## config.mk

```make
export PLATFORM = sky130hd
export DESIGN_NAME = sdram_frame_arbiter
export DESIGN_NICKNAME = d
export VERILOG_FILES = /design/src/rtl/sdram_frame_arbiter_pkg.sv /design/src/rtl/triple_buffer_ctrl.sv /design/src/rtl/sdram_frame_arbiter.sv
export SDC_FILE = /design/constraint.sdc
export NUM_CORES = 1
export LEC_CHECK = 0
export BUFFER_PORTS_ARGS = -buffer_cell sky130_fd_sc_hd__buf_2
export CAP_MARGIN = 20
export CORE_MARGIN = 3
export CORE_UTILIZATION = 35
export CTS_BUF_LIST = sky130_fd_sc_hd__clkbuf_4 sky130_fd_sc_hd__clkbuf_8 sky130_fd_sc_hd__clkbuf_16
export CTS_CLUSTER_SIZE = 10
export DETAILED_ROUTE_END_ITERATION = 6
export PLACE_DENSITY_LB_ADDON = 0.1
export SLEW_MARGIN = 25
export SYNTH_ARGS = -nofsm -noshare
export SYNTH_HDL_FRONTEND = slang
export SYNTH_SLANG_ARGS = --single-unit
```

## constraint.sdc

```tcl
create_clock -name i_clk -period 3.55 [get_ports i_clk]
set_input_delay 0.5325 -clock i_clk [delete_from_list [all_inputs] [get_ports i_clk]]
set_output_delay 0.5325 -clock i_clk [all_outputs]
set_load 0.02 [all_outputs]
```

## src/rtl/sdram_frame_arbiter_pkg.sv

```systemverilog
// rtl/sdram_frame_arbiter_pkg.sv - shared types and constants for the SDRAM frame arbiter
package sdram_frame_arbiter_pkg;

  typedef enum logic [1:0] {
    ST_IDLE  = 2'd0,
    ST_ISSUE = 2'd1,
    ST_WAIT  = 2'd2
  } t_arb_state;

  typedef logic [1:0] t_buf_idx;

  // Frame buffers 0..c_num_bufs-1; the slot just past them is the scratch burst area
  localparam int c_num_bufs = 3;

endpackage

```

## src/rtl/triple_buffer_ctrl.sv

```systemverilog
// rtl/triple_buffer_ctrl.sv - triple-buffer index rotation for capture and display
module triple_buffer_ctrl
  import sdram_frame_arbiter_pkg::*;
(
  input  logic       i_clk,
  input  logic       i_rst,
  input  logic       i_wr_done,
  input  logic       i_rd_swap,
  output logic [1:0] o_wr_idx,
  output logic [1:0] o_rd_idx,
  output logic [1:0] o_latest_idx,
  output logic       o_fresh
);

  t_buf_idx wr_q, wr_d, rd_q, rd_d, latest_q, latest_d;
  logic     fresh_q, fresh_d;

  // Completed capture is published first so a simultaneous display start picks it up
  always_comb begin
    wr_d     = wr_q;
    rd_d     = rd_q;
    latest_d = latest_q;
    fresh_d  = fresh_q;
    if (i_wr_done) begin
      wr_d     = latest_q;
      latest_d = wr_q;
      fresh_d  = 1'b1;
    end
    if (i_rd_swap && fresh_d) begin
      rd_d     = latest_d;
      latest_d = rd_q;
      fresh_d  = 1'b0;
    end
  end

  // Index and freshness registers
  always_ff @(posedge i_clk) begin
    if (i_rst) begin
      wr_q     <= 2'd0;
      rd_q     <= 2'd1;
      latest_q <= 2'd2;
      fresh_q  <= 1'b0;
    end else begin
      wr_q     <= wr_d;
      rd_q     <= rd_d;
      latest_q <= latest_d;
      fresh_q  <= fresh_d;
    end
  end

  assign o_wr_idx     = wr_q;
  assign o_rd_idx     = rd_q;
  assign o_latest_idx = latest_q;
  assign o_fresh      = fresh_q;

endmodule

```

## src/rtl/sdram_frame_arbiter.sv

```systemverilog
// rtl/sdram_frame_arbiter.sv - burst scheduler between camera/display FIFOs and SDRAM
module sdram_frame_arbiter
  import sdram_frame_arbiter_pkg::*;
#(
  parameter int p_addr_width   = 24,
  parameter int p_burst_len    = 8,
  parameter int p_frame_words  = 307200,
  parameter int p_fifo_depth   = 512,
  parameter int p_levelw       = 10,
  parameter int p_rd_low_water = 64
) (
  input  logic                    i_clk,
  input  logic                    i_rst,
  input  logic                    i_wr_frame_start,
  input  logic                    i_rd_frame_start,
  input  logic [p_levelw-1:0]     i_wr_fifo_level,
  input  logic [p_levelw-1:0]     i_rd_fifo_level,
  output logic                    o_cmd_valid,
  input  logic                    i_cmd_ready,
  output logic                    o_cmd_we,
  output logic [p_addr_width-1:0] o_cmd_addr,
  input  logic                    i_burst_done,
  output logic [1:0]              o_wr_buf,
  output logic [1:0]              o_rd_buf,
  output logic                    o_frame_dropped,
  output logic                    o_busy
);

  localparam logic [p_addr_width-1:0] c_burst   = p_addr_width'(p_burst_len);
  localparam logic [p_addr_width-1:0] c_frame   = p_addr_width'(p_frame_words);
  localparam logic [p_addr_width-1:0] c_scratch = p_addr_width'(c_num_bufs * p_frame_words);

  function automatic logic [p_addr_width-1:0] buf_base(input logic [1:0] idx);
    return p_addr_width'(idx) * c_frame;
  endfunction

  t_arb_state              state_q, state_d;
  logic [p_addr_width-1:0] wr_cnt_q, wr_cnt_d, rd_cnt_q, rd_cnt_d;
  logic [p_addr_width-1:0] cmd_addr_q, cmd_addr_d;
  logic                    cmd_we_q, cmd_we_d;
  logic                    rd_active_q, rd_active_d;
  logic                    wr_pend_q, wr_pend_d, rd_pend_q, rd_pend_d;
  logic                    dropped_q, dropped_d;

  logic [p_addr_width-1:0] wr_cnt_eff, rd_cnt_eff, wr_cnt_nxt, rd_cnt_nxt;
  logic                    rd_act_eff;
  logic [1:0]              latest_idx, rd_idx_eff;
  logic                    fresh, wr_done, rd_swap;
  int                      wr_lvl, rd_lvl;

  assign wr_lvl = int'(i_wr_fifo_level);
  assign rd_lvl = int'(i_rd_fifo_level);

  triple_buffer_ctrl u_tbuf (
    .i_clk        (i_clk),
    .i_rst        (i_rst),
    .i_wr_done    (wr_done),
    .i_rd_swap    (rd_swap),
    .o_wr_idx     (o_wr_buf),
    .o_rd_idx     (o_rd_buf),
    .o_latest_idx (latest_idx),
    .o_fresh      (fresh)
  );

  // A read swap applied in this IDLE cycle lands in the buffer registers next edge,
  // so the read address must already use the post-swap index
  assign rd_idx_eff = (rd_pend_q && fresh) ? latest_idx : o_rd_buf;
  assign wr_cnt_nxt = wr_cnt_q + c_burst;
  assign rd_cnt_nxt = rd_cnt_q + c_burst;

  // Pending frame starts, arbitration, counter advance and next FSM state
  always_comb begin
    state_d     = state_q;
    wr_cnt_d    = wr_cnt_q;
    rd_cnt_d    = rd_cnt_q;
    cmd_addr_d  = cmd_addr_q;
    cmd_we_d    = cmd_we_q;
    rd_active_d = rd_active_q;
    wr_pend_d   = wr_pend_q | i_wr_frame_start;
    rd_pend_d   = rd_pend_q | i_rd_frame_start;
    dropped_d   = 1'b0;
    wr_done     = 1'b0;
    rd_swap     = 1'b0;
    wr_cnt_eff  = wr_cnt_q;
    rd_cnt_eff  = rd_cnt_q;
    rd_act_eff  = rd_active_q;
    case (state_q)
      ST_IDLE: begin
        if (wr_pend_q) begin
          if (wr_cnt_q != '0 && wr_cnt_q != c_frame) dropped_d = 1'b1;
          wr_cnt_eff = '0;
        end
        if (rd_pend_q) begin
          rd_cnt_eff = '0;
          rd_act_eff = 1'b1;
          rd_swap    = 1'b1;
        end
        wr_pend_d   = i_wr_frame_start;
        rd_pend_d   = i_rd_frame_start;
        wr_cnt_d    = wr_cnt_eff;
        rd_cnt_d    = rd_cnt_eff;
        rd_active_d = rd_act_eff;
        if (rd_act_eff && rd_lvl < p_rd_low_water) begin
          state_d    = ST_ISSUE;
          cmd_we_d   = 1'b0;
          cmd_addr_d = buf_base(rd_idx_eff) + rd_cnt_eff;
        end else if (wr_lvl >= p_burst_len) begin
          state_d    = ST_ISSUE;
          cmd_we_d   = 1'b1;
          cmd_addr_d = (wr_cnt_eff == c_frame) ? c_scratch : buf_base(o_wr_buf) + wr_cnt_eff;
        end else if (rd_act_eff && (p_fifo_depth - rd_lvl) >= p_burst_len) begin
          state_d    = ST_ISSUE;
          cmd_we_d   = 1'b0;
          cmd_addr_d = buf_base(rd_idx_eff) + rd_cnt_eff;
        end
      end
      ST_ISSUE: begin
        if (i_cmd_ready) begin
          state_d = ST_WAIT;
          if (cmd_we_q) begin
            // Scratch bursts (counter parked at a full frame) do not count
            if (wr_cnt_q != c_frame) begin
              wr_cnt_d = wr_cnt_nxt;
              wr_done  = (wr_cnt_nxt == c_frame);
            end
          end else begin
            rd_cnt_d = rd_cnt_nxt;
            if (rd_cnt_nxt == c_frame) rd_active_d = 1'b0;
          end
        end
      end
      ST_WAIT: begin
        if (i_burst_done) state_d = ST_IDLE;
      end
      default: state_d = ST_IDLE;
    endcase
  end

  // State register
  always_ff @(posedge i_clk) begin
    if (i_rst) begin
      state_q     <= ST_IDLE;
      wr_cnt_q    <= '0;
      rd_cnt_q    <= '0;
      cmd_addr_q  <= '0;
      cmd_we_q    <= 1'b0;
      rd_active_q <= 1'b0;
      wr_pend_q   <= 1'b0;
      rd_pend_q   <= 1'b0;
      dropped_q   <= 1'b0;
    end else begin
      state_q     <= state_d;
      wr_cnt_q    <= wr_cnt_d;
      rd_cnt_q    <= rd_cnt_d;
      cmd_addr_q  <= cmd_addr_d;
      cmd_we_q    <= cmd_we_d;
      rd_active_q <= rd_active_d;
      wr_pend_q   <= wr_pend_d;
      rd_pend_q   <= rd_pend_d;
      dropped_q   <= dropped_d;
    end
  end

  assign o_cmd_valid     = (state_q == ST_ISSUE);
  assign o_busy          = (state_q != ST_IDLE);
  assign o_cmd_we        = cmd_we_q;
  assign o_cmd_addr      = cmd_addr_q;
  assign o_frame_dropped = dropped_q;

endmodule

```

==> flow_summary.toml <==
[outcome]
outcome = "completed"

[floorplanning]
core_area_sq_um = 15940
start_util = 0.3591
num_rows = 46
dieArea_sq_um = 17930
die_x_um = 133.9
die_h_um = 133.9
ioPinCount = 58

[sta]
slew-limit-headroom = 0.3874
timing_worst_slew_pin_value_ps = 915.5
drv_slew = 0
rsz0062_at_grt = "no"
fin_ws_ps = 201.4
finalClockSkew_ps = 9.850
period_minus_slack_ps = 3349
hold_viol_final = 0
setup_viol = 0
fin_tns_setup_ps = 0
min_period_over_period = 0.9433
max_freq_ghz = 0.2986

[placement]
gp_congestion = 0.9204
port_buffers = 54
dp.cells = 991
pre_cts_slack_ps = 128.8
hpwl_um = 13080

[power]
p_leak_nw = 2.503
power.share.clock = 0.437
peakVddDrop_mv = 0.2489
switching_share = 0.2822
combPwrFrac = 0.119
pwr-share-seq = 0.444
power_density_nw_per_um2 = 352.1
total_power_mw = 2.279
internal-power_mw = 1.636
p_switching_mw = 0.6431

[layout]
layout_commonest_cell = "nor2_1"
finalNonFillerCells = 1007
syn_to_final_growth_pct = 13.05
nets = 838
n_antenna_cell = 0
final_cell_mix = "nor2_1, dfxtp_1, a21oi_1, buf_2, nand2_1"
layout-drive-gt1-share = 0.1403

[worst_setup_path]
crit_path_end = "o_cmd_addr[22]$_SDFFE_PP0P_"
worstPathMaxFanout = 4
startpoint_type = "flip-flop"
crit_required_ps = 3780
worstReg2RegStart = "u_tbuf.o_fresh$_SDFF_PP0_"
reg2reg_to = "o_cmd_addr[22]$_SDFFE_PP0P_"
cp_common_cell = "ha_1"
crit_arrival_ps = 3580
ff2ff_setup_slack_ps = 200
critPathKind = "reg -> reg"
critical_path.startpoint = "u_tbuf.o_fresh$_SDFF_PP0_"
slowest_delay_ps = 490
crit_slowest_cell = "a221oi_1"
path_cells = "nand2_1 -> mux2i_2 -> inv_1 -> ha_1 -> ha_1 -> a21oi_1 -> o211ai_1 -> o41ai_1 -> buf_4 -> nor2_1 -> xor2_1 -> a221oi_1 -> nor3_1"
worst-r2r-cell-count = 13
end_kind = "flip-flop"

[yosys]
synth_edf_count = 0
ys_types = 67
syn_area_sq_um = 5725
async_flop_share = 0
synth_cells = 758
ys_ff_latch = 86
ys_seq_area_frac = 0.3007
syn-num-nets = 810
yosys_warnings = 0
avgSynthCellArea_sq_um = 7.553
synth-main-ff-cell = "dfxtp_1"

[cts]
cts_resized = 0
h-tree-depth = 3
cts.sinks = 86
cts_hold_buf = 0
cts_setup_buffers = 0
insertion_delay_ps = 360
cts-root-buf = "clkbuf_16"
clkTransAtPathRegs_ps = 70
cts_tree = "done"
clockBufferDepth = 2
cts_buffers = 9

[grt]
grt_pass1_wl_um = 28570
globalRouteTotalUtil = 0.2000
grt_max_degree = 55
antenna_found_initial = 1
overflow = 0
first_global_vias = 5150

[drt]
drtIter0Drc = 490
ant_nets = 0
routed_wirelength_um = 18270
via_per_inst = 5.619
drt-wirelength-per-cell_um = 18.14
vias = 5658
drc_errors = 0
drt-pass1-iter-count = 5

[worst_hold_path]
hold_path.class = "in -> reg"

[job]
cap_violations = 0
==> stage by stage <==
| step | instance area, sq um | utilization | hold slack, ps |
|---|---|---|---|
| floorplan | 5725 | - | 445.2 |
| global placement | 6166 | 0.3868 | 447.5 |
| detailed placement | 6167 | 0.3868 | 447.0 |
| CTS | 6466 | 0.4056 | 403.4 |
| global route | 6472 | 0.4060 | 414.4 |
| finish | 6472 | 0.4060 | 413.9 |
==> cell usage after synthesis, types with 19 or more instances <==
cell type / count / area share
nor2_1: 93 / 0.061
dfxtp_1: 86 / 0.30
a21oi_1: 69 / 0.060
nand2_1: 51 / 0.033
nor3_1: 47 / 0.041
clkbuf_1: 41 / 0.027
o21ai_0: 41 / 0.036
nand3_1: 27 / 0.024
ha_1: 24 / 0.052
inv_1: 23 / 0.015
nor2b_1: 20 / 0.022
xnor2_1: 19 / 0.029
==> metal layers <==
| metal | global-route usage | share of wire | wire length, um | up-vias |
|---|---|---|---|---|
| met5 | 0 | 0.00099 | 18 | - |
| met4 | 0.06571 | 0.016 | 293 | 2 |
| met3 | 0.02963 | 0.041 | 755 | 21 |
| met2 | 0.3271 | 0.47 | 8554 | 127 |
| met1 | 0.2715 | 0.47 | 8645 | 2680 |
| li1 | - | - | - | 2828 |
==> power by group through the flow <==
| stage | combinational (mW) | sequential, mW | clock (mW) |
|---|---|---|---|
| final | 0.272 | 1.01 | 0.996 |
| after global routing | 0.297 | 1.01 | 1.04 |
| after CTS | 0.275 | 1.01 | 1.01 |
| after detailed placement | 0.275 | 1.03 | 0 |
| after global placement | 0.272 | 1.03 | 0 |
| after floorplan | 0.146 | 1.05 | 0 |
==> layout make-up <==
class / count / area, sq um
fillers: 1658 / 9470
multi-input cells: 595 / 3695
flip-flops and latches: 86 / 1722
repair buffers: 71 / 400.4
well taps: 216 / 270.3
clock buffers: 11 / 240.2
inverters: 23 / 86.33
clock inverters: 5 / 58.81
==> worst max-delay path: cells and delay by family (launching register included) <==
kind / cells / cell delay [ps]
buffers and inverters: 2 / 320
adder cells (fa/ha/maj): 2 / 580
multiplexers: 1 / 370
AND/OR/NAND/NOR: 3 / 310
AO/OA/AOI/OAI: 4 / 1150
XOR/XNOR: 1 / 140
flip-flops: 1 / 320
==> state kept, by name, indices dropped and copies added, names as in the netlist <==
| register | count |
|---|---|
| u_tbuf.o_fresh | 1 |
| rd_active_q | 1 |
| state_q | 2 |
| u_tbuf.o_rd_idx | 2 |
| u_tbuf.o_latest_idx | 2 |
| rd_cnt_q | 24 |
| rd_pend_q | 1 |
| o_cmd_we | 1 |
| wr_cnt_q | 24 |
| o_frame_dropped | 1 |
| u_tbuf.o_wr_idx | 2 |
| o_cmd_addr | 24 |
| wr_pend_q | 1 |
==> how the worst min path moves through the flow <==
stage	start	end	cells past startpoint
floorplan	rd_cnt_q[0]$_SDFFE_PP0P_	rd_cnt_q[0]$_SDFFE_PP0P_	1
global placement	o_cmd_addr[12]$_SDFFE_PP0P_	o_cmd_addr[12]$_SDFFE_PP0P_	2
detailed placement	o_cmd_addr[17]$_SDFFE_PP0P_	o_cmd_addr[17]$_SDFFE_PP0P_	2
CTS	i_wr_frame_start	wr_pend_q$_SDFF_PP0_	3
global route	i_wr_frame_start	wr_pend_q$_SDFF_PP0_	3
finish	i_wr_frame_start	wr_pend_q$_SDFF_PP0_	3
==> cells by family after synthesis <==
group                      Yosys count  synth area share
adders and majority gates           26           0.05944
xor gates and xnor gates            28           0.04283
and+or+nand+nor                    337            0.3105
muxes                                5          0.009178
DFF                                 86            0.3007
AOI/OAI and AO/OA                  199            0.2225
buffers and inverters               77           0.05485
Power figures use the tool's default switching activity.
